<file path="src/rtl/dma2axi_pkg.sv">
// dma2axi_pkg: engine state encodings and AXI field constants for the DMA-to-AXI master bridge.
package dma2axi_pkg;

    typedef enum logic [1:0] {R_IDLE, R_ADDR, R_DATA} rd_state_t;
    typedef enum logic [1:0] {W_IDLE, W_ADDR, W_DATA, W_RESP} wr_state_t;

    localparam logic [1:0] BURST_INCR = 2'b01;
    localparam logic [1:0] RESP_OKAY  = 2'b00;

    function automatic logic [2:0] axi_size(input int data_width);
        return 3'($clog2(data_width / 8));
    endfunction

endpackage

</file>
<file path="src/rtl/axi_bus.sv">
// AXI_BUS: AXI4 signal bundle with the master-side view used by the bridge.
interface AXI_BUS #(
    parameter int AXI_ADDR_WIDTH = 32,
    parameter int AXI_DATA_WIDTH = 64,
    parameter int AXI_ID_WIDTH   = 4,
    parameter int AXI_USER_WIDTH = 8
);
    logic [AXI_ID_WIDTH-1:0]     aw_id;
    logic [AXI_ADDR_WIDTH-1:0]   aw_addr;
    logic [7:0]                  aw_len;
    logic [2:0]                  aw_size;
    logic [1:0]                  aw_burst;
    logic                        aw_lock;
    logic [3:0]                  aw_cache;
    logic [2:0]                  aw_prot;
    logic [3:0]                  aw_qos;
    logic [3:0]                  aw_region;
    logic [AXI_USER_WIDTH-1:0]   aw_user;
    logic                        aw_valid;
    logic                        aw_ready;
    logic [AXI_DATA_WIDTH-1:0]   w_data;
    logic [AXI_DATA_WIDTH/8-1:0] w_strb;
    logic                        w_last;
    logic [AXI_USER_WIDTH-1:0]   w_user;
    logic                        w_valid;
    logic                        w_ready;
    logic [1:0]                  b_resp;
    logic                        b_valid;
    logic                        b_ready;
    logic [AXI_ID_WIDTH-1:0]     ar_id;
    logic [AXI_ADDR_WIDTH-1:0]   ar_addr;
    logic [7:0]                  ar_len;
    logic [2:0]                  ar_size;
    logic [1:0]                  ar_burst;
    logic                        ar_lock;
    logic [3:0]                  ar_cache;
    logic [2:0]                  ar_prot;
    logic [3:0]                  ar_qos;
    logic [3:0]                  ar_region;
    logic [AXI_USER_WIDTH-1:0]   ar_user;
    logic                        ar_valid;
    logic                        ar_ready;
    logic [AXI_DATA_WIDTH-1:0]   r_data;
    logic [1:0]                  r_resp;
    logic                        r_last;
    logic                        r_valid;
    logic                        r_ready;

    modport Master (
        output aw_id, aw_addr, aw_len, aw_size, aw_burst, aw_lock, aw_cache, aw_prot,
               aw_qos, aw_region, aw_user, aw_valid,
        input  aw_ready,
        output w_data, w_strb, w_last, w_user, w_valid,
        input  w_ready,
        input  b_resp, b_valid,
        output b_ready,
        output ar_id, ar_addr, ar_len, ar_size, ar_burst, ar_lock, ar_cache, ar_prot,
               ar_qos, ar_region, ar_user, ar_valid,
        input  ar_ready,
        input  r_data, r_resp, r_last, r_valid,
        output r_ready
    );
endinterface

</file>
<file path="src/rtl/dma2axi_burst_calc.sv">
// dma2axi_burst_calc: next burst length (capped by remaining, MAX_BURST and 4 KB page) and the address after it.
module dma2axi_burst_calc
    import dma2axi_pkg::*;
#(
    parameter int AXI_ADDR_WIDTH = 32,
    parameter int AXI_DATA_WIDTH = 64,
    parameter int MAX_BURST      = 16
) (
    input  logic [AXI_ADDR_WIDTH-1:0] addr,
    input  logic [31:0]               remaining,
    output logic [31:0]               burst_len,
    output logic [AXI_ADDR_WIDTH-1:0] next_addr
);
    localparam int SZ = int'(axi_size(AXI_DATA_WIDTH));

    logic [31:0] to_4k;
    logic [31:0] cap;

    always_comb begin
        to_4k     = (32'd4096 - {20'd0, addr[11:0]}) >> SZ;
        cap       = (to_4k < 32'(MAX_BURST)) ? to_4k : 32'(MAX_BURST);
        burst_len = (remaining < cap) ? remaining : cap;
        next_addr = addr + AXI_ADDR_WIDTH'(burst_len << SZ);
    end

endmodule

</file>
<file path="src/rtl/dma2axi_master.sv">
// dma2axi_master: independent read and write engines turning DMA control requests into AXI4 INCR bursts.
module dma2axi_master
    import dma2axi_pkg::*;
#(
    parameter int AXI_ADDR_WIDTH = 32,
    parameter int AXI_DATA_WIDTH = 64,
    parameter int AXI_ID_WIDTH   = 4,
    parameter int AXI_USER_WIDTH = 8,
    parameter int MAX_BURST      = 16
) (
    input  logic                      clk,
    input  logic                      rst,
    AXI_BUS.Master                    axi_mst,
    input  logic                      dma_read_ctrl_valid,
    output logic                      dma_read_ctrl_ready,
    input  logic [31:0]               dma_read_ctrl_data_index,
    input  logic [31:0]               dma_read_ctrl_data_length,
    input  logic [2:0]                dma_read_ctrl_data_size,
    output logic                      dma_read_chnl_valid,
    input  logic                      dma_read_chnl_ready,
    output logic [AXI_DATA_WIDTH-1:0] dma_read_chnl_data,
    input  logic                      dma_write_ctrl_valid,
    output logic                      dma_write_ctrl_ready,
    input  logic [31:0]               dma_write_ctrl_data_index,
    input  logic [31:0]               dma_write_ctrl_data_length,
    input  logic [2:0]                dma_write_ctrl_data_size,
    input  logic                      dma_write_chnl_valid,
    output logic                      dma_write_chnl_ready,
    input  logic [AXI_DATA_WIDTH-1:0] dma_write_chnl_data,
    output logic                      read_err,
    output logic                      write_err
);
    localparam int AW = AXI_ADDR_WIDTH;
    localparam int SZ = int'(axi_size(AXI_DATA_WIDTH));

    rd_state_t         rd_state_q, rd_state_d;
    logic [AW-1:0]     rd_addr_q, rd_addr_d, rd_next_addr;
    logic [31:0]       rd_rem_q, rd_rem_d, rd_blen;
    logic              rd_err_q, rd_err_d, rd_hs;

    wr_state_t         wr_state_q, wr_state_d;
    logic [AW-1:0]     wr_addr_q, wr_addr_d, wr_next_addr;
    logic [31:0]       wr_rem_q, wr_rem_d, wr_blen;
    logic [31:0]       wr_cnt_q, wr_cnt_d;
    logic              wr_err_q, wr_err_d, wr_hs, wr_last;

    logic              unused_size;

    dma2axi_burst_calc #(
        .AXI_ADDR_WIDTH(AXI_ADDR_WIDTH), .AXI_DATA_WIDTH(AXI_DATA_WIDTH), .MAX_BURST(MAX_BURST)
    ) u_rd_calc (
        .addr(rd_addr_q), .remaining(rd_rem_q), .burst_len(rd_blen), .next_addr(rd_next_addr)
    );

    dma2axi_burst_calc #(
        .AXI_ADDR_WIDTH(AXI_ADDR_WIDTH), .AXI_DATA_WIDTH(AXI_DATA_WIDTH), .MAX_BURST(MAX_BURST)
    ) u_wr_calc (
        .addr(wr_addr_q), .remaining(wr_rem_q), .burst_len(wr_blen), .next_addr(wr_next_addr)
    );

    always_ff @(posedge clk) begin
        if (rst) begin
            rd_state_q <= R_IDLE;
            rd_addr_q  <= '0;
            rd_rem_q   <= '0;
            rd_err_q   <= 1'b0;
            wr_state_q <= W_IDLE;
            wr_addr_q  <= '0;
            wr_rem_q   <= '0;
            wr_cnt_q   <= '0;
            wr_err_q   <= 1'b0;
        end else begin
            rd_state_q <= rd_state_d;
            rd_addr_q  <= rd_addr_d;
            rd_rem_q   <= rd_rem_d;
            rd_err_q   <= rd_err_d;
            wr_state_q <= wr_state_d;
            wr_addr_q  <= wr_addr_d;
            wr_rem_q   <= wr_rem_d;
            wr_cnt_q   <= wr_cnt_d;
            wr_err_q   <= wr_err_d;
        end
    end

    always_comb begin
        rd_state_d = rd_state_q;
        rd_addr_d  = rd_addr_q;
        rd_rem_d   = rd_rem_q;
        rd_hs      = axi_mst.r_valid && dma_read_chnl_ready;
        rd_err_d   = (rd_state_q == R_DATA) && rd_hs && (axi_mst.r_resp != RESP_OKAY);
        unique case (rd_state_q)
            R_IDLE: if (dma_read_ctrl_valid) begin
                rd_addr_d  = AW'({32'd0, dma_read_ctrl_data_index} << SZ);
                rd_rem_d   = dma_read_ctrl_data_length;
                rd_state_d = (dma_read_ctrl_data_length != 32'd0) ? R_ADDR : R_IDLE;
            end
            R_ADDR: rd_state_d = axi_mst.ar_ready ? R_DATA : R_ADDR;
            R_DATA: if (rd_hs && axi_mst.r_last) begin
                rd_rem_d   = rd_rem_q - rd_blen;
                rd_addr_d  = rd_next_addr;
                rd_state_d = (rd_rem_q != rd_blen) ? R_ADDR : R_IDLE;
            end
            default: rd_state_d = R_IDLE;
        endcase
    end

    always_comb begin
        wr_state_d = wr_state_q;
        wr_addr_d  = wr_addr_q;
        wr_rem_d   = wr_rem_q;
        wr_cnt_d   = wr_cnt_q;
        wr_hs      = dma_write_chnl_valid && axi_mst.w_ready;
        wr_last    = wr_cnt_q == (wr_blen - 32'd1);
        wr_err_d   = (wr_state_q == W_RESP) && axi_mst.b_valid && (axi_mst.b_resp != RESP_OKAY);
        unique case (wr_state_q)
            W_IDLE: if (dma_write_ctrl_valid) begin
                wr_addr_d  = AW'({32'd0, dma_write_ctrl_data_index} << SZ);
                wr_rem_d   = dma_write_ctrl_data_length;
                wr_state_d = (dma_write_ctrl_data_length != 32'd0) ? W_ADDR : W_IDLE;
            end
            W_ADDR: wr_state_d = axi_mst.aw_ready ? W_DATA : W_ADDR;
            W_DATA: if (wr_hs) begin
                wr_cnt_d   = wr_last ? 32'd0 : wr_cnt_q + 32'd1;
                wr_state_d = wr_last ? W_RESP : W_DATA;
            end
            W_RESP: if (axi_mst.b_valid) begin
                wr_rem_d   = wr_rem_q - wr_blen;
                wr_addr_d  = wr_next_addr;
                wr_state_d = (wr_rem_q != wr_blen) ? W_ADDR : W_IDLE;
            end
            default: wr_state_d = W_IDLE;
        endcase
    end

    always_comb begin
        dma_read_ctrl_ready  = rd_state_q == R_IDLE;
        dma_read_chnl_valid  = (rd_state_q == R_DATA) && axi_mst.r_valid;
        dma_read_chnl_data   = axi_mst.r_data;
        axi_mst.r_ready      = (rd_state_q == R_DATA) && dma_read_chnl_ready;
        axi_mst.ar_valid     = rd_state_q == R_ADDR;
        axi_mst.ar_addr      = rd_addr_q;
        axi_mst.ar_len       = 8'(rd_blen - 32'd1);
        axi_mst.ar_size      = axi_size(AXI_DATA_WIDTH);
        axi_mst.ar_burst     = BURST_INCR;
        axi_mst.ar_id        = AXI_ID_WIDTH'(0);
        axi_mst.ar_user      = AXI_USER_WIDTH'(0);
        axi_mst.ar_lock      = 1'b0;
        axi_mst.ar_cache     = 4'd0;
        axi_mst.ar_prot      = 3'd0;
        axi_mst.ar_qos       = 4'd0;
        axi_mst.ar_region    = 4'd0;
        read_err             = rd_err_q;
        dma_write_ctrl_ready = wr_state_q == W_IDLE;
        dma_write_chnl_ready = (wr_state_q == W_DATA) && axi_mst.w_ready;
        axi_mst.w_valid      = (wr_state_q == W_DATA) && dma_write_chnl_valid;
        axi_mst.w_last       = (wr_state_q == W_DATA) && wr_last;
        axi_mst.w_data       = dma_write_chnl_data;
        axi_mst.w_strb       = '1;
        axi_mst.w_user       = AXI_USER_WIDTH'(0);
        axi_mst.b_ready      = wr_state_q == W_RESP;
        axi_mst.aw_valid     = wr_state_q == W_ADDR;
        axi_mst.aw_addr      = wr_addr_q;
        axi_mst.aw_len       = 8'(wr_blen - 32'd1);
        axi_mst.aw_size      = axi_size(AXI_DATA_WIDTH);
        axi_mst.aw_burst     = BURST_INCR;
        axi_mst.aw_id        = AXI_ID_WIDTH'(0);
        axi_mst.aw_user      = AXI_USER_WIDTH'(0);
        axi_mst.aw_lock      = 1'b0;
        axi_mst.aw_cache     = 4'd0;
        axi_mst.aw_prot      = 3'd0;
        axi_mst.aw_qos       = 4'd0;
        axi_mst.aw_region    = 4'd0;
        write_err            = wr_err_q;
        unused_size          = ^{dma_read_ctrl_data_size, dma_write_ctrl_data_size};
    end

endmodule

</file>
<file path="src/flat_wrapper.sv">
// flat-port wrapper written by rule: the top's interface ports become plain ports
module dma2axi_master_flat import dma2axi_pkg::*;
#(
    parameter int AXI_ADDR_WIDTH = 32,
    parameter int AXI_DATA_WIDTH = 64,
    parameter int AXI_ID_WIDTH   = 4,
    parameter int AXI_USER_WIDTH = 8,
    parameter int MAX_BURST      = 16
)
  (clk, rst, dma_read_ctrl_valid, dma_read_ctrl_ready, dma_read_ctrl_data_index, dma_read_ctrl_data_length, dma_read_ctrl_data_size, dma_read_chnl_valid, dma_read_chnl_ready, dma_read_chnl_data, dma_write_ctrl_valid, dma_write_ctrl_ready, dma_write_ctrl_data_index, dma_write_ctrl_data_length, dma_write_ctrl_data_size, dma_write_chnl_valid, dma_write_chnl_ready, dma_write_chnl_data, read_err, write_err, axi_mst_aw_id, axi_mst_aw_addr, axi_mst_aw_len, axi_mst_aw_size, axi_mst_aw_burst, axi_mst_aw_lock, axi_mst_aw_cache, axi_mst_aw_prot, axi_mst_aw_qos, axi_mst_aw_region, axi_mst_aw_user, axi_mst_aw_valid, axi_mst_aw_ready, axi_mst_w_data, axi_mst_w_strb, axi_mst_w_last, axi_mst_w_user, axi_mst_w_valid, axi_mst_w_ready, axi_mst_b_resp, axi_mst_b_valid, axi_mst_b_ready, axi_mst_ar_id, axi_mst_ar_addr, axi_mst_ar_len, axi_mst_ar_size, axi_mst_ar_burst, axi_mst_ar_lock, axi_mst_ar_cache, axi_mst_ar_prot, axi_mst_ar_qos, axi_mst_ar_region, axi_mst_ar_user, axi_mst_ar_valid, axi_mst_ar_ready, axi_mst_r_data, axi_mst_r_resp, axi_mst_r_last, axi_mst_r_valid, axi_mst_r_ready);
  AXI_BUS #(.AXI_ADDR_WIDTH(AXI_ADDR_WIDTH), .AXI_DATA_WIDTH(AXI_DATA_WIDTH), .AXI_ID_WIDTH(AXI_ID_WIDTH), .AXI_USER_WIDTH(AXI_USER_WIDTH)) axi_mst_i ();
  input  logic clk;
  input  logic rst;
  input  logic dma_read_ctrl_valid;
  output logic dma_read_ctrl_ready;
  input  logic [31:0] dma_read_ctrl_data_index;
  input  logic [31:0] dma_read_ctrl_data_length;
  input  logic [2:0] dma_read_ctrl_data_size;
  output logic dma_read_chnl_valid;
  input  logic dma_read_chnl_ready;
  output logic [AXI_DATA_WIDTH-1:0] dma_read_chnl_data;
  input  logic dma_write_ctrl_valid;
  output logic dma_write_ctrl_ready;
  input  logic [31:0] dma_write_ctrl_data_index;
  input  logic [31:0] dma_write_ctrl_data_length;
  input  logic [2:0] dma_write_ctrl_data_size;
  input  logic dma_write_chnl_valid;
  output logic dma_write_chnl_ready;
  input  logic [AXI_DATA_WIDTH-1:0] dma_write_chnl_data;
  output logic read_err;
  output logic write_err;
  output wire logic [$bits(axi_mst_i.aw_id)-1:0] axi_mst_aw_id;
  output wire logic [$bits(axi_mst_i.aw_addr)-1:0] axi_mst_aw_addr;
  output wire logic [$bits(axi_mst_i.aw_len)-1:0] axi_mst_aw_len;
  output wire logic [$bits(axi_mst_i.aw_size)-1:0] axi_mst_aw_size;
  output wire logic [$bits(axi_mst_i.aw_burst)-1:0] axi_mst_aw_burst;
  output wire logic [$bits(axi_mst_i.aw_lock)-1:0] axi_mst_aw_lock;
  output wire logic [$bits(axi_mst_i.aw_cache)-1:0] axi_mst_aw_cache;
  output wire logic [$bits(axi_mst_i.aw_prot)-1:0] axi_mst_aw_prot;
  output wire logic [$bits(axi_mst_i.aw_qos)-1:0] axi_mst_aw_qos;
  output wire logic [$bits(axi_mst_i.aw_region)-1:0] axi_mst_aw_region;
  output wire logic [$bits(axi_mst_i.aw_user)-1:0] axi_mst_aw_user;
  output wire logic [$bits(axi_mst_i.aw_valid)-1:0] axi_mst_aw_valid;
  input wire logic [$bits(axi_mst_i.aw_ready)-1:0] axi_mst_aw_ready;
  output wire logic [$bits(axi_mst_i.w_data)-1:0] axi_mst_w_data;
  output wire logic [$bits(axi_mst_i.w_strb)-1:0] axi_mst_w_strb;
  output wire logic [$bits(axi_mst_i.w_last)-1:0] axi_mst_w_last;
  output wire logic [$bits(axi_mst_i.w_user)-1:0] axi_mst_w_user;
  output wire logic [$bits(axi_mst_i.w_valid)-1:0] axi_mst_w_valid;
  input wire logic [$bits(axi_mst_i.w_ready)-1:0] axi_mst_w_ready;
  input wire logic [$bits(axi_mst_i.b_resp)-1:0] axi_mst_b_resp;
  input wire logic [$bits(axi_mst_i.b_valid)-1:0] axi_mst_b_valid;
  output wire logic [$bits(axi_mst_i.b_ready)-1:0] axi_mst_b_ready;
  output wire logic [$bits(axi_mst_i.ar_id)-1:0] axi_mst_ar_id;
  output wire logic [$bits(axi_mst_i.ar_addr)-1:0] axi_mst_ar_addr;
  output wire logic [$bits(axi_mst_i.ar_len)-1:0] axi_mst_ar_len;
  output wire logic [$bits(axi_mst_i.ar_size)-1:0] axi_mst_ar_size;
  output wire logic [$bits(axi_mst_i.ar_burst)-1:0] axi_mst_ar_burst;
  output wire logic [$bits(axi_mst_i.ar_lock)-1:0] axi_mst_ar_lock;
  output wire logic [$bits(axi_mst_i.ar_cache)-1:0] axi_mst_ar_cache;
  output wire logic [$bits(axi_mst_i.ar_prot)-1:0] axi_mst_ar_prot;
  output wire logic [$bits(axi_mst_i.ar_qos)-1:0] axi_mst_ar_qos;
  output wire logic [$bits(axi_mst_i.ar_region)-1:0] axi_mst_ar_region;
  output wire logic [$bits(axi_mst_i.ar_user)-1:0] axi_mst_ar_user;
  output wire logic [$bits(axi_mst_i.ar_valid)-1:0] axi_mst_ar_valid;
  input wire logic [$bits(axi_mst_i.ar_ready)-1:0] axi_mst_ar_ready;
  input wire logic [$bits(axi_mst_i.r_data)-1:0] axi_mst_r_data;
  input wire logic [$bits(axi_mst_i.r_resp)-1:0] axi_mst_r_resp;
  input wire logic [$bits(axi_mst_i.r_last)-1:0] axi_mst_r_last;
  input wire logic [$bits(axi_mst_i.r_valid)-1:0] axi_mst_r_valid;
  output wire logic [$bits(axi_mst_i.r_ready)-1:0] axi_mst_r_ready;
  assign axi_mst_aw_id = axi_mst_i.aw_id;
  assign axi_mst_aw_addr = axi_mst_i.aw_addr;
  assign axi_mst_aw_len = axi_mst_i.aw_len;
  assign axi_mst_aw_size = axi_mst_i.aw_size;
  assign axi_mst_aw_burst = axi_mst_i.aw_burst;
  assign axi_mst_aw_lock = axi_mst_i.aw_lock;
  assign axi_mst_aw_cache = axi_mst_i.aw_cache;
  assign axi_mst_aw_prot = axi_mst_i.aw_prot;
  assign axi_mst_aw_qos = axi_mst_i.aw_qos;
  assign axi_mst_aw_region = axi_mst_i.aw_region;
  assign axi_mst_aw_user = axi_mst_i.aw_user;
  assign axi_mst_aw_valid = axi_mst_i.aw_valid;
  assign axi_mst_i.aw_ready = axi_mst_aw_ready;
  assign axi_mst_w_data = axi_mst_i.w_data;
  assign axi_mst_w_strb = axi_mst_i.w_strb;
  assign axi_mst_w_last = axi_mst_i.w_last;
  assign axi_mst_w_user = axi_mst_i.w_user;
  assign axi_mst_w_valid = axi_mst_i.w_valid;
  assign axi_mst_i.w_ready = axi_mst_w_ready;
  assign axi_mst_i.b_resp = axi_mst_b_resp;
  assign axi_mst_i.b_valid = axi_mst_b_valid;
  assign axi_mst_b_ready = axi_mst_i.b_ready;
  assign axi_mst_ar_id = axi_mst_i.ar_id;
  assign axi_mst_ar_addr = axi_mst_i.ar_addr;
  assign axi_mst_ar_len = axi_mst_i.ar_len;
  assign axi_mst_ar_size = axi_mst_i.ar_size;
  assign axi_mst_ar_burst = axi_mst_i.ar_burst;
  assign axi_mst_ar_lock = axi_mst_i.ar_lock;
  assign axi_mst_ar_cache = axi_mst_i.ar_cache;
  assign axi_mst_ar_prot = axi_mst_i.ar_prot;
  assign axi_mst_ar_qos = axi_mst_i.ar_qos;
  assign axi_mst_ar_region = axi_mst_i.ar_region;
  assign axi_mst_ar_user = axi_mst_i.ar_user;
  assign axi_mst_ar_valid = axi_mst_i.ar_valid;
  assign axi_mst_i.ar_ready = axi_mst_ar_ready;
  assign axi_mst_i.r_data = axi_mst_r_data;
  assign axi_mst_i.r_resp = axi_mst_r_resp;
  assign axi_mst_i.r_last = axi_mst_r_last;
  assign axi_mst_i.r_valid = axi_mst_r_valid;
  assign axi_mst_r_ready = axi_mst_i.r_ready;
  dma2axi_master #(.AXI_ADDR_WIDTH(AXI_ADDR_WIDTH), .AXI_DATA_WIDTH(AXI_DATA_WIDTH), .AXI_ID_WIDTH(AXI_ID_WIDTH), .AXI_USER_WIDTH(AXI_USER_WIDTH), .MAX_BURST(MAX_BURST)) u_core (.clk(clk), .rst(rst), .axi_mst(axi_mst_i), .dma_read_ctrl_valid(dma_read_ctrl_valid), .dma_read_ctrl_ready(dma_read_ctrl_ready), .dma_read_ctrl_data_index(dma_read_ctrl_data_index), .dma_read_ctrl_data_length(dma_read_ctrl_data_length), .dma_read_ctrl_data_size(dma_read_ctrl_data_size), .dma_read_chnl_valid(dma_read_chnl_valid), .dma_read_chnl_ready(dma_read_chnl_ready), .dma_read_chnl_data(dma_read_chnl_data), .dma_write_ctrl_valid(dma_write_ctrl_valid), .dma_write_ctrl_ready(dma_write_ctrl_ready), .dma_write_ctrl_data_index(dma_write_ctrl_data_index), .dma_write_ctrl_data_length(dma_write_ctrl_data_length), .dma_write_ctrl_data_size(dma_write_ctrl_data_size), .dma_write_chnl_valid(dma_write_chnl_valid), .dma_write_chnl_ready(dma_write_chnl_ready), .dma_write_chnl_data(dma_write_chnl_data), .read_err(read_err), .write_err(write_err));
endmodule
</file>
<file path="config.mk">
export PLATFORM = sky130hd
export DESIGN_NAME = dma2axi_master_flat
export DESIGN_NICKNAME = d
export VERILOG_FILES = /design/src/rtl/dma2axi_pkg.sv /design/src/rtl/axi_bus.sv /design/src/rtl/dma2axi_burst_calc.sv /design/src/rtl/dma2axi_master.sv /design/src/flat_wrapper.sv
export SDC_FILE = /design/constraint.sdc
export NUM_CORES = 1
export LEC_CHECK = 0
export BUFFER_PORTS_ARGS = -buffer_cell sky130_fd_sc_hd__buf_2
export CAP_MARGIN = 40
export CORE_AREA = 5 5 226 228
export DETAILED_ROUTE_END_ITERATION = 12
export DIE_AREA = 0 0 231 233
export MAX_ROUTING_LAYER = met4
export PLACE_DENSITY = 0.6
export SLEW_MARGIN = 40
export SYNTH_ARGS = -nofsm -noshare
export SYNTH_HDL_FRONTEND = slang
export SYNTH_HIERARCHICAL = 1
export SYNTH_SLANG_ARGS = --single-unit
</file>
<file path="constraint.sdc">
create_clock -name clk -period 7.5 [get_ports clk]
set_clock_uncertainty 0.05 [all_clocks]
set_input_delay 0.75 -clock clk [delete_from_list [all_inputs] [get_ports clk]]
set_output_delay 0.75 -clock clk [all_outputs]
set_load 0.02 [all_outputs]
</file>
Word level (Yosys, flattened, before mapping). Cells that the tools add are included.

Output and inout bits: 302. Register bits after elaboration: 166.

Equality and inequality tests: 13. $add $sub $neg: 9. Order comparisons: 4. Multiplexer cells: 31. Reduce and logical (&&, ||, !) cells: 25.

Operator list (number): $mux 32 (11); $pmux 32 s2 (4); $add 32x32->32 (2); $lt 32x29->1 (2); $ne 32x32->1 (2); $reduce_bool 32->1 (2); $sub 32x32->32 (2); $lt 29x5->1 const B (2); $mux 29 (2); $add 32x1->32 const B (1); $eq 32x32->1 (1); $sub 32x1->32 const B (1); $sub 13x12->14 const A (2); $mux 2 (7); $logic_and 1x1->1 (12); $reduce_and 3->1 (3); $ne 2x2->1 const B (4); $pmux 2 s4 (1); $reduce_bool 2->1 (4); $sub 8x1->8 const B (1); $eq 2x2->1 const B (3); $pmux 2 s3 (1); $mux 1 (5); $eq 2x1->1 const B (2); other kinds (3) (5).

Depth between registers and ports, before layout.
Depth in word-level cells: 10. Mapped depth: 24. Gate-level depth less buffers: 24.

Hierarchy. Netlist, hierarchy kept.

By module, submodules not included: dma2axi_master (cells an instance 1836, times used 1, area an instance 13515.5 µm²); dma2axi_burst_calc (cells an instance 301, times used 2, area an instance 2168.3 µm²).

Least setup slack after synthesis. OpenSTA, ideal clock, no wires.

Kind: flip-flop to output port. From: reg u_core.wr_addr_q[3] (netlist: u_core/axi_mst.aw_addr[3]). To: out axi_mst_w_last. Data required time: 6.700 ns. Setup slack: 1.206 ns. Data arrival time: 5.494 ns. Stages on the path, launching flop included: 22. Cell sequence: dfxtp_1 -> nor4_4 -> nand2_1 -> o21a_1 -> nor2_1 -> nand2_1 -> ha_1 -> o21ai_0 -> a21oi_1 -> nor3_2 -> o41ai_4 -> mux2_2 -> inv_1 -> ha_1 -> nor3b_1 -> nand2_1 -> or4_1 -> a2111oi_0 -> o2111ai_1 -> nor4_2 -> inv_1 -> nor3_1.

Word-level cells in the longest chain between the ends: 8.

Ends and longest elaborated chain: start, declared (line dma2axi_master.sv:42) `logic [AW-1:0] wr_addr_q, wr_addr_d, wr_next_addr;`; start signal, assigned (line dma2axi_master.sv:78) `wr_addr_q <= wr_addr_d;`; $sub 13x12->14 * (line dma2axi_burst_calc.sv:20) `to_4k = (32'd4096 - {20'd0, addr[11:0]}) >> SZ;`; $lt 29x5->1 (line dma2axi_burst_calc.sv:21) `cap = (to_4k < 32'(MAX_BURST)) ? to_4k : 32'(MAX_BURST);`; $mux 29 * (line dma2axi_burst_calc.sv:21); $lt 32x29->1 (line dma2axi_burst_calc.sv:22) `burst_len = (remaining < cap) ? remaining : cap;`; $mux 32 * (line dma2axi_burst_calc.sv:22); via u_core.wr_blen[0] (line dma2axi_master.sv:43) `logic [31:0] wr_rem_q, wr_rem_d, wr_blen;`; $sub 32x1->32 * (line dma2axi_master.sv:113) `wr_last = wr_cnt_q == (wr_blen - 32'd1);`; via axi_mst_aw_len[0] (line flat_wrapper.sv:34) `output wire logic [$bits(axi_mst_i.aw_len)-1:0] axi_mst_aw_len;`; $eq 32x32->1 * (line dma2axi_master.sv:113); $logic_and 1x1->1 * (line dma2axi_master.sv:156) `axi_mst.w_last = (wr_state_q == W_DATA) && wr_last;`; end, declared (line flat_wrapper.sv:47) `output wire logic [$bits(axi_mst_i.w_last)-1:0] axi_mst_w_last;`.

Mark *: on every way through the listed nets, which the timed path passes. The rest lies on a longest branch.

Worst setup path after layout.
From: reg u_core.wr_addr_q[3] (netlist: u_core/axi_mst.aw_addr[3]). To: out axi_mst_w_last.

Word-level cells in the longest chain between the ends: 8.

Ends and longest elaborated chain (line): $sub 13x12->14 * (dma2axi_burst_calc.sv:20); $lt 29x5->1 (dma2axi_burst_calc.sv:21); $mux 29 * (dma2axi_burst_calc.sv:21); $lt 32x29->1 (dma2axi_burst_calc.sv:22); $mux 32 * (dma2axi_burst_calc.sv:22); via u_core.wr_blen[0] (dma2axi_master.sv:43); $sub 32x1->32 * (dma2axi_master.sv:113); $eq 32x32->1 * (dma2axi_master.sv:113); $logic_and 1x1->1 * (dma2axi_master.sv:156).

Marks and branches as above.

==> out/results.ini <==
[run_status]
outcome=finished, final reports clean

[yosys]
ys_seq_area_frac=0.186
yosysWarningCount=6
async_flop_share=0
synth_edf_count=0
synthFlopType=dfxtp_1
synthesis.area_um2=17900
post_synth_num_cell_types=94
avgSynthCellArea_um2=7.32
synthCells=2438
ys_ff_latch=166

[floorplanning]
die_w_um=231
fp.dieArea_um2=53800
die_h_um=233
fp.coreArea_um2=48600
num_io_pins=580
std_cell_rows=81
initial_core_util=0.367

[drt]
routed-wl-met2_mm=26.6
highest_layer=met4
final_antenna_net_count=0
met3_length_mm=3.13
wl_met1_mm=24.4
drt_iter0_drc=1091
wl_mm=55.4
avgRoutedWirePerCell_um=17.6
viasPerCell=5.39
dr.pass1.iters=5
via_count=17000
drcViolationCount=0

[timing]
slew_headroom=0.462
setup_slack_ps=582
report.final.hold_viol_count=0
tightest_slew_ps=807
finalSetupTns_ps=0
fmax_mhz=145
timing.final.crit_period_ps=6920
report.final.setup_viol=0
post-route-period-util=0.922
slew_violations=0
rsz0062_at_grt=no

[worst_hold_path]
worstHoldPathType=flip-flop to flip-flop
worstHoldStart=u_core/rd_rem_q[24]

[grt]
grt_pass1_vias=16400
grt.total_usage=0.202
grt_max_degree=99
antenna_found_initial=0
grt_pass1_wl_mm=86.3
overflow=0

[power_and_ir_drop]
combPwrFrac=0.388
sw_frac_of_total=0.403
p_int_mw=1.88
p_leak_nw=8.31
pwr-share-seq=0.332
switchingPower_mw=1.27
p_clk_frac=0.280
vdd_drop_max_uv=171
power_density_nw_per_um2=167

[clocking]
clock-sinks=166
clk_latency_ps=500
clkTransAtPathRegs_ps=70
tritoncts=built
root_buffer=clkbuf_16
cts_hold_buf=0
cts_inserted_buffers=17
cts_max_level=4
clockBufferDepth=2

[flow_run]
max-cap-violations=0

[critical_path]
end_kind=output port
cp-start-kind=flip-flop
r2r_start=u_core/axi_mst.aw_addr[3]
worstSetupPathType=flip-flop to output port
worstPathArrival_ps=6120
cp-startpoint=u_core/axi_mst.aw_addr[3]
cp_max_fo=7
critPathRequiredTime_ps=6700

[place]
dp_hpwl_mm=42.9
dp.cells=3118
place_congestion=0.965
dp_slack_ps=808
portBuffers=229

[finish]
n_antenna_cell=0
final_nets=2938
n_fill_cell=5120
area.growth.synth_to_final_pct=5.26
drive_above_1_share=0.142
final_common_cell=nand2_1
final_cell_mix=275 x nand2_1, 234 x nor2_1, 228 x buf_2
utilization=0.386
layout.cells.non_filler=3152

flip-flops by register name, indices dropped and copies added, names as in the netlist, named ones only:
register                cells
u_core/wr_state_q           1
u_core/axi_mst.aw_addr     32
u_core/rd_state_q           2
u_core/wr_rem_q            32
u_core/write_err            1
u_core/axi_mst.ar_addr     32
u_core/wr_cnt_q            32
u_core/rd_rem_q            32
u_core/read_err             1
cell families after synthesis:
| kind of cell | after synthesis | synth area share |
|---|---|---|
| AO/OA/AOI/OAI | 567 | 0.222 |
| XOR/XNOR | 162 | 0.0802 |
| adder cells (fa/ha/maj) | 143 | 0.102 |
| buffers and inverters | 487 | 0.160 |
| flip-flops | 166 | 0.186 |
| multiplexers | 16 | 0.00974 |
| other | 6 | 0.00126 |
| AND/OR/NAND/NOR | 891 | 0.238 |
what timing repair did:
item	in CTS	in global routing
endpoints found under the setup margin	0	1
buffers inserted	0	1
hold endpoints to repair	0	0
gates resized for setup	0	2
synthesized netlist by cell type, types with 10 or more instances:
cell type | number | area share
and3_1 | 35 | 0.012
inv_1 | 132 | 0.028
nand2_1 | 277 | 0.058
o31ai_1 | 10 | 0.0042
clkbuf_1 | 75 | 0.016
nor2_1 | 236 | 0.050
a211oi_1 | 36 | 0.015
and2_1 | 12 | 0.0042
ha_1 | 139 | 0.097
buf_4 | 260 | 0.11
or3_1 | 16 | 0.0056
o211ai_1 | 19 | 0.0080
nand3_1 | 80 | 0.022
nand2b_1 | 15 | 0.0053
xor2_1 | 57 | 0.028
nor4_1 | 45 | 0.016
mux2i_1 | 11 | 0.0062
or2_2 | 10 | 0.0035
nor2b_1 | 20 | 0.0070
xnor2_1 | 104 | 0.051
nor3_1 | 59 | 0.017
dfxtp_1 | 166 | 0.19
a21oi_1 | 150 | 0.042
a31oi_1 | 17 | 0.0060
o21ai_0 | 88 | 0.025
nand4_1 | 32 | 0.011
o21a_1 | 20 | 0.0084
a311oi_1 | 78 | 0.038
a21o_1 | 40 | 0.017
path summary, 6_finish.rpt:
check,endpoint,slack (ps),depth (start not counted)
min reg2reg,u_core/rd_rem_q[24],450,2
max reg2reg,u_core/wr_rem_q[29],970,21
max,axi_mst_w_last,580,24
min,u_core/rd_rem_q[24],450,2
power by group through the flow:
| stage | clock network [mW] | registers [mW] | logic [mW] |
|---|---|---|---|
| 2_1_floorplan | 0 | 1.07 | 1.03 |
| 3_3_place_gp | 0 | 1.06 | 1.17 |
| 3_5_place_dp | 0 | 1.06 | 1.19 |
| 4_1_cts | 0.921 | 1.04 | 1.19 |
| 5_1_grt | 0.952 | 1.05 | 1.35 |
| 6_report | 0.881 | 1.04 | 1.22 |
per-stage QoR:
step / hold WS (ps) / total power, mW / area (um^2)
floorplan: 399 / 2.10 / 18500
global placement: 433 / 2.23 / 18200
detailed placement: 445 / 2.25 / 18200
CTS: 412 / 3.16 / 18800
global route: 450 / 3.36 / 18800
finish: 453 / 3.14 / 18800
routing by layer:
layer / vias to the layer above / GRT usage
li1: 8401 / -
met2: 513 / 0.337
met3: 80 / 0.0404
met5: - / -
met4: 0 / 0.0652
met1: 7997 / 0.245
cell type report:
cell class	instances	area (um^2)	area share
Clock inverter	12	96.3	0.00513
Inverter	135	507	0.0270
Tap cell	622	778	0.0414
Multi-Input combinational cell	1951	12300	0.657
Clock buffer	20	467	0.0248
Sequential cell	166	3320	0.177
Timing Repair Buffer	246	1280	0.0681
worst max-delay path, stage by stage (launching register included):
cell	delay [ps]
dfxtp_1	370
nor4_4	400
nand2_1	170
o21a_1	200
nor2_1	130
nand2_1	70
ha_1	270
o21ai_0	70
a21oi_1	160
nor3_2	70
o41ai_4	330
mux2_2	460
inv_1	100
ha_1	200
or3b_2	500
o31ai_1	450
a21oi_1	140
a311o_1	350
a211oi_1	220
o2111ai_1	160
nor4_2	210
buf_4	190
inv_1	50
nor3_1	150
buf_2	200
Note: power is estimated with default switching activity, not from simulation.
